### config.mk
export PLATFORM = sky130hd
export DESIGN_NAME = gcd_engine
export DESIGN_NICKNAME = d
export VERILOG_FILES = /design/src/rtl/gcd_pkg.sv /design/src/rtl/gcd_datapath.sv /design/src/rtl/gcd_engine.sv
export SDC_FILE = /design/constraint.sdc
export NUM_CORES = 1
export LEC_CHECK = 0
export ABC_CLOCK_PERIOD_IN_PS = 2550
export CORE_UTILIZATION = 37
export DETAILED_ROUTE_END_ITERATION = 6
export GPL_TIMING_DRIVEN = 0
export HOLD_SLACK_MARGIN = 0.12
export PLACE_DENSITY = 0.53
export RECOVER_POWER = 25
export SLEW_MARGIN = 20
export SYNTH_ARGS = -nofsm -noshare
export SYNTH_HDL_FRONTEND = slang
export SYNTH_SLANG_ARGS = --single-unit
### constraint.sdc
create_clock -name Clock -period 2.55 [get_ports Clock]
set_clock_uncertainty 0.05 [all_clocks]
set_input_delay 0.3825 -clock Clock [delete_from_list [all_inputs] [get_ports Clock]]
set_output_delay 0.3825 -clock Clock [all_outputs]
set_load 0.01 [all_outputs]
### src/rtl/gcd_pkg.sv
// Shared types and constants for the gcd_engine family.
// The state encoding is also driven onto the State debug port, so it must stay fixed.
package gcd_pkg;

  localparam int STATE_W = 2;

  typedef enum logic [STATE_W-1:0] {
    LOAD_X = 2'd0,
    LOAD_Y = 2'd1,
    RUN    = 2'd2,
    DONE   = 2'd3
  } gcd_state_e;

endpackage

### src/rtl/gcd_datapath.sv
// Operand registers, compare flags and the single subtractor of the GCD engine.
// Only the larger operand is ever reduced, so the subtraction cannot underflow.
module gcd_datapath #(
  parameter int WIDTH = 8
) (
  input  logic             clk,
  input  logic             rst,
  input  logic             load_x,
  input  logic             load_y,
  input  logic             sub_en,
  input  logic [WIDTH-1:0] din,
  output logic [WIDTH-1:0] x,
  output logic [WIDTH-1:0] y,
  output logic             any_zero,
  output logic             x_eq_y,
  output logic             x_gt_y
);

  logic [WIDTH-1:0] x_q, x_d;
  logic [WIDTH-1:0] y_q, y_d;

  assign any_zero = (x_q == '0) || (y_q == '0);
  assign x_eq_y   = (x_q == y_q);
  assign x_gt_y   = (x_q > y_q);

  always_comb begin
    x_d = x_q;
    y_d = y_q;
    if (load_x) begin
      x_d = din;
    end else if (sub_en && x_gt_y) begin
      x_d = x_q - y_q;
    end
    if (load_y) begin
      y_d = din;
    end else if (sub_en && !x_gt_y) begin
      y_d = y_q - x_q;
    end
  end

  always_ff @(posedge clk or posedge rst) begin
    if (rst) begin
      x_q <= '0;
      y_q <= '0;
    end else begin
      x_q <= x_d;
      y_q <= y_d;
    end
  end

  assign x = x_q;
  assign y = y_q;

endmodule

### src/rtl/gcd_engine.sv
// Subtractive GCD engine with an Enter/Input operand handshake and a Halt result flag.
// Defining GCD_ITER_COUNT_EN adds the Iter port, which counts the subtractions of the last run.
module gcd_engine
  import gcd_pkg::*;
#(
  parameter int WIDTH = 8
) (
  input  logic               Clock,
  input  logic               Reset,
  input  logic               Enter,
  input  logic [WIDTH-1:0]   Input,
  output logic [WIDTH-1:0]   Output,
  output logic               Halt,
`ifdef GCD_ITER_COUNT_EN
  output logic [STATE_W-1:0] State,
  output logic [WIDTH-1:0]   Iter
`else
  output logic [STATE_W-1:0] State
`endif
);

  gcd_state_e       state_q, state_d;
  logic             enter_q;
  logic [WIDTH-1:0] out_q, out_d;
  logic             halt_q, halt_d;

  logic             enter_rise;
  logic             load_x, load_y, sub_en;
  logic [WIDTH-1:0] x, y;
  logic             any_zero, x_eq_y, x_gt_y;

  assign enter_rise = Enter & ~enter_q;

  gcd_datapath #(.WIDTH(WIDTH)) u_datapath (
    .clk      (Clock),
    .rst      (Reset),
    .load_x   (load_x),
    .load_y   (load_y),
    .sub_en   (sub_en),
    .din      (Input),
    .x        (x),
    .y        (y),
    .any_zero (any_zero),
    .x_eq_y   (x_eq_y),
    .x_gt_y   (x_gt_y)
  );

  // Edges arriving during RUN fall through unused, so they cannot be replayed later.
  always_comb begin
    state_d = state_q;
    out_d   = out_q;
    halt_d  = halt_q;
    load_x  = 1'b0;
    load_y  = 1'b0;
    sub_en  = 1'b0;
    case (state_q)
      LOAD_X: begin
        if (enter_rise) begin
          load_x  = 1'b1;
          state_d = LOAD_Y;
        end
      end
      LOAD_Y: begin
        if (enter_rise) begin
          load_y  = 1'b1;
          state_d = RUN;
        end
      end
      RUN: begin
        if (any_zero) begin
          out_d   = x | y;
          halt_d  = 1'b1;
          state_d = DONE;
        end else if (x_eq_y) begin
          out_d   = x;
          halt_d  = 1'b1;
          state_d = DONE;
        end else begin
          sub_en = 1'b1;
        end
      end
      DONE: begin
        if (enter_rise) begin
          load_x  = 1'b1;
          halt_d  = 1'b0;
          state_d = LOAD_Y;
        end
      end
      default: state_d = LOAD_X;
    endcase
  end

  // enter_q resets high so an Enter held through reset release is not a rising edge.
  always_ff @(posedge Clock or posedge Reset) begin
    if (Reset) begin
      state_q <= LOAD_X;
      enter_q <= 1'b1;
      out_q   <= '0;
      halt_q  <= 1'b0;
    end else begin
      state_q <= state_d;
      enter_q <= Enter;
      out_q   <= out_d;
      halt_q  <= halt_d;
    end
  end

  assign Output = out_q;
  assign Halt   = halt_q;
  assign State  = state_q;

`ifdef GCD_ITER_COUNT_EN
  logic [WIDTH-1:0] iter_q, iter_d;

  always_comb begin
    iter_d = iter_q;
    if (load_y) begin
      iter_d = '0;
    end else if (sub_en && (iter_q != {WIDTH{1'b1}})) begin
      iter_d = iter_q + WIDTH'(1);
    end
  end

  always_ff @(posedge Clock or posedge Reset) begin
    if (Reset) begin
      iter_q <= '0;
    end else begin
      iter_q <= iter_d;
    end
  end

  assign Iter = iter_q;
`endif

endmodule

; Word-level counts from Yosys, hierarchy flattened
; Index checks and enable logic that the tools add are counted.
[op_classes]
n_addsub = 2
multipliers = 0
div = 0
reduce_logical = 15
shifts = 0
muxes = 21
n_eq_ne = 8
order_cmp = 1
n_bitwise = 3
[op_table]
columns = op, n
row1 = 8-bit two-way mux, 6
row2 = 8-bit zero test, 2
row3 = 8-bit subtractor, 2
row4 = 1-bit two-way mux, 9
row5 = 8-bit equality test, 1
row6 = 8-bit greater-than comparator, 1
row7 = 2-bit two-way mux, 4
row8 = 8-bit bitwise OR, 1
row9 = 2-bit nonzero test, 4
row10 = 2-bit case mux with 3 select lines, 1
row11 = 3-bit AND reduction, 2
row12 = 2-bit equality test (second input constant), 2
row13 = 2-bit != test (second input constant), 2
row14 = 3-bit by 2-bit != test with 1-bit output (second input constant), 1
row15 = 2-bit by 1-bit equality test with 1-bit output (second input constant), 1
row16 = 1-bit logical AND, 2
row17 = 2-bit zero test, 1
row18 = 2-bit by 1-bit != test with 1-bit output (second input constant), 1
row19 = 1-bit case mux with 2 select lines, 1
row20 = 2-bit AND reduction, 1
row21 = 2-bit OR reduction, 1
row22 = 1-bit bitwise AND, 1
row23 = 1-bit zero test, 1
row24 = 1-bit logical OR, 1
row25 = 1-bit inverter, 1
[totals]
mem_count = 0
wordCells = 56
latchBits = 0
ram_bits = 0
mem_bits_ro = 0
out_inout_bits = 11
input_bits = 11
register_bits = 28

; Depth between registers and ports, before layout
[logic_depth]
depth_word = 7
depth_mapped = 10
mapped_depth_nobuf = 8

; Cells and area by module
; Synthesis repeated with hierarchy kept, for this count alone.
[unflattened]
hier_cells = 247
area_unflattened_um2 = 2113.3
[modules_own_cells]
columns = mod, cells_per_inst, area_each_um2, n_inst, seq_area_each_um2
row1 = gcd_datapath, 187, 1515.2, 1, 400.4
row2 = gcd_engine, 60, 598.1, 1, 301.5

; Least setup slack after synthesis
; No wires, ideal clock.
[synth_timing]
path_type = flip-flop to flip-flop
start = reg u_datapath.x_q[0] (netlist: u_datapath.x[0])
end = reg u_datapath.x_q[1] (netlist: u_datapath.x[1])
setup_time_ns = 0.082
t_required_ns = 2.418
arrival_time_ns = 2.094
path_slack_ns = 0.324
stages_incl_launch_ff = 10
cell_sequence = dfrtp_1 > inv_1 > ha_1 > fa_1 > nor3_2 > o31ai_1 > and3_1 > buf_6 > or3_1 > a31oi_1
[synth_via]
elab_chain_len = 6
elab_cells_between_ends = 12
[synth_rtl]
columns = item, line_no
row1 = "start, declared", gcd_datapath.sv:19  ; logic [WIDTH-1:0] x_q, x_d;
row2 = "start signal, assigned", gcd_datapath.sv:43  ; x_q <= '0;
row3 = "start signal, assigned", gcd_datapath.sv:46  ; x_q <= x_d;
row4 = "parallel branches: the longest is 6 deep, another holds 8-bit subtractor", --
; Several ways; the timed one is not identified. The select of a mux whose other input is x is not followed.
; A chain may end at the register's enable or synchronous reset.

; Final worst setup path
[layout_timing]
start = reg u_datapath.x_q[6] (netlist: u_datapath.x[6])
end = reg u_datapath.x_q[5] (netlist: u_datapath.x[5])
[layout_via]
elab_chain_len = 6
elab_cells_between_ends = 9
[layout_rtl]
columns = item, line_no
row1 = 8-bit equality test / 8-bit zero test (equally long branches), "gcd_datapath.sv:23, gcd_datapath.sv:22"
row2 = 1-bit two-way mux / 1-bit logical OR (equally long branches), "gcd_engine.sv:74, gcd_datapath.sv:22"
row3 = 1-bit two-way mux, gcd_engine.sv:70  ; if (any_zero) begin
row4 = 1-bit two-way mux, gcd_engine.sv:56  ; case (state_q)
row5 = 1-bit logical AND (*), gcd_datapath.sv:31  ; end else if (sub_en && x_gt_y) begin
row6 = 2-bit nonzero test (no source line) (*), --
; Mark *: on every way between the ends. The rest lies on a longest branch, timed or not.

==> results.tsv <==
stage	metric	value	unit
grt	grt_util_all_layers	19.5	%
setup_path	critPathArrivalTime	2.53	ns
route	via_count	1985	
grt	grt_antenna_before_repair	0	
setup_path	worstPathRequired	2.66	ns
timing	slew_headroom	26.3	%
logic_synthesis	syn_nets	303	
cts	root_buffer	clkbuf_8	
timing	period_share	94.8	%
route	viasPerCell	5.39	
placement	portBuffers	21	
floorplanning	io_pins	22	
logic_synthesis	yosysSeqAreaShare	29.8	%
logic_synthesis	yosys-top-cells-count	27 x dfrtp_1, 26 x ha_1, 25 x inv_1	
timing	fin_tns_setup	0	ns
floorplanning	fp.dieArea	0.00668	sq mm
logic_synthesis	synth_area	0.00235	sq mm
setup_path	crit_path_max_fanout	10	
route	firstDrtPassIters	4	
setup_path	cp.buffers_inverters	2	
setup_path	endpoint_kind	register	
status	run_status	complete, no violations	
cts	clk_latency	0.28	ns
route	drt.antenna.violating_nets	0	
logic_synthesis	synthDistinctLibCells	53	
finish	nFillCells	588	
grt	grt_pass1_wl	9740	microns
route	drcViolationCount	0	
logic_synthesis	ys.flop_type	dfrtp_1	
timing	worst_slew_pin_slew	1.10	ns
timing	fmax	0.414	GHz
timing	final_hold_viol_count	0	
worst_hold_path	hp-class	reg -> reg	
grt	grt.overflow.total	0	
cts	cts_tree	built	
route	wl_per_cell	16.0	microns
timing	timing.final.crit_period	2.42	ns
grt	grt_pass1_vias	1888	
logic_synthesis	yosysWarnings	0	
finish	syn_to_final_growth	21.1	%
cts	cts.htree.levels	1	
setup_path	cp_cell_sequence	inv_1 -> ha_2 -> nor4_4 -> o31ai_1 -> and3_1 -> buf_6 -> nor4_2 -> o31ai_2	
logic_synthesis	yosys_register_bits	28	
setup_path	cpLargestDelayFamily	simple AND/OR/NAND/NOR gates	
logic_synthesis	synth.top_cell.area_share	28.7	%
setup_path	cp-start-kind	register	
timing	finalSetupViolCount	0	
setup_path	path_class	reg -> reg	
finish	drive_gt1_share	16.0	%
cts	cts_hold_buf	0	
logic_synthesis	ys_async_sr_fraction	100	%
floorplanning	die_w	81.8	microns
cts	clk_path_buf_depth	2	
run	drv_cap	0	
route	drtIter0Drc	151	
placement	finalWeightedCongestion	0.805	
logic_synthesis	syn_avg_cell_area	8.91	sq um
finish	nets	333	
cts	clk_pin_slew	0.10	ns
logic_synthesis	synth_most_common_cell	dfrtp_1	
logic_synthesis	synth_edf_count	0	
logic_synthesis	yosys.area.top_type	dfrtp_1	
logic_synthesis	postSynthCellCount	264	
floorplanning	dieHeight	81.8	microns
setup_path	crit_slowest_cell	dfrtp_1	
placement	hpwl	4600	microns
floorplanning	initial_utilization	39.1	%
floorplanning	core	0.00603	sq mm
cts	numCtsBuffers	3	
cts	cts_sinks	28	
finish	n_antenna_cell	0	
floorplanning	rows	28	
logic_synthesis	synth.area.top_cells	dfrtp_1 29%, ha_1 14%, o31ai_1 5.4%, mux2_2 4.3%, inv_1 4.0%	
route	wirelength	5910	microns
setup_path	max_stage_delay	0.44	ns
timing	drv_slew	0	
grt	grt_start_max_net_pins	29	
worst paths after layout:
| kind | startpoint | end | slack (ns) | cells after the start |
|---|---|---|---|---|
| worst max-delay path | u_datapath.x[6] | u_datapath.x[5] | 0.13 | 8 |
| worst min-delay path | Output[6] | Output[6] | 0.47 | 1 |
| worst max register to register | u_datapath.x[6] | u_datapath.x[5] | 0.13 | 8 |
| worst min register to register | Output[6] | Output[6] | 0.47 | 1 |
| max in group asynchronous | Reset | u_datapath.y[6] | 0.95 | 2 |
| min in group asynchronous | Reset | Output[0] | 0.76 | 2 |
cells by family (layout without fill, tap and decap cells):
kind of cell / Yosys count / count (layout) / synth area share [%]
adder cells (fa/ha/maj): 28 / 28 / 15.5
AO/OA/AOI/OAI: 65 / 65 / 18.6
flip-flops: 28 / 28 / 29.8
buffers and inverters: 37 / 66 / 6.70
AND/OR/NAND/NOR: 83 / 83 / 19.4
multiplexers: 17 / 17 / 7.71
XOR/XNOR: 6 / 6 / 2.23
stage by stage:
step	setup WS [ns]	instances	util (%)	hold WS [ns]	area, sq um
floorplan	0.324	264	-	0.337	2350
detailed placement	-0.000678	360	44.1	0.446	2660
CTS	0.00204	364	45.5	0.461	2740
finish	0.133	368	47.3	0.465	2850
global placement	-0.0252	360	44.1	0.439	2660
global route	-0.0137	368	47.3	0.484	2850
cell usage in the layout (no fill, tap or decap), drive strengths merged, types with 3 or more instances in the layout:
master / Yosys / final
mux2: 9 / 9
nor2: 8 / 8
o31ai: 17 / 17
nor2b: 5 / 5
nand2: 24 / 24
xnor2: 4 / 4
clkdlybuf4s50: 0 / 19
dfrtp: 27 / 27
mux2i: 8 / 8
clkbuf: 2 / 6
inv: 25 / 25
nor4: 10 / 10
o21ai: 9 / 9
a31oi: 3 / 3
nor3: 12 / 12
a21oi: 18 / 18
and2: 3 / 3
nand3: 4 / 4
or3: 3 / 3
buf: 10 / 13
nand2b: 3 / 3
ha: 26 / 26
and3: 3 / 3
repair_timing:
item	4_1_cts	5_1_grt
resized for setup	2	20
pin swaps	0	3
endpoints found under the setup margin	3	25
buffers inserted	0	4
flip-flops by register name, indices dropped and copies added, names as in the netlist:
name and flops:
State 2, Output 8, u_datapath.x 8, Halt 1, u_datapath.y 8, enter_q 1
cell type report:
type | count | area, sq um | area share [%]
timing repair buffer | 25 | 240 | 8.43
multi-input combinational | 199 | 1570 | 55.2
inverter | 25 | 93.8 | 3.29
clock buffer | 3 | 41.3 | 1.45
sequential | 28 | 707 | 24.8
clock inverter | 1 | 30.0 | 1.05
buffer | 12 | 68.8 | 2.42
tap | 75 | 93.8 | 3.29
routing by layer:
layer	GRT usage, %	vias to the layer above	wire [microns]
met5	0	-	0
met4	4.21	0	76
met3	3.22	5	163
met2	29.1	33	2520
met1	29.0	942	3150
li1	-	1005	-
Power is not shown: default switching activity piles up to over one toggle a cycle in this logic, so the estimate is an artifact.
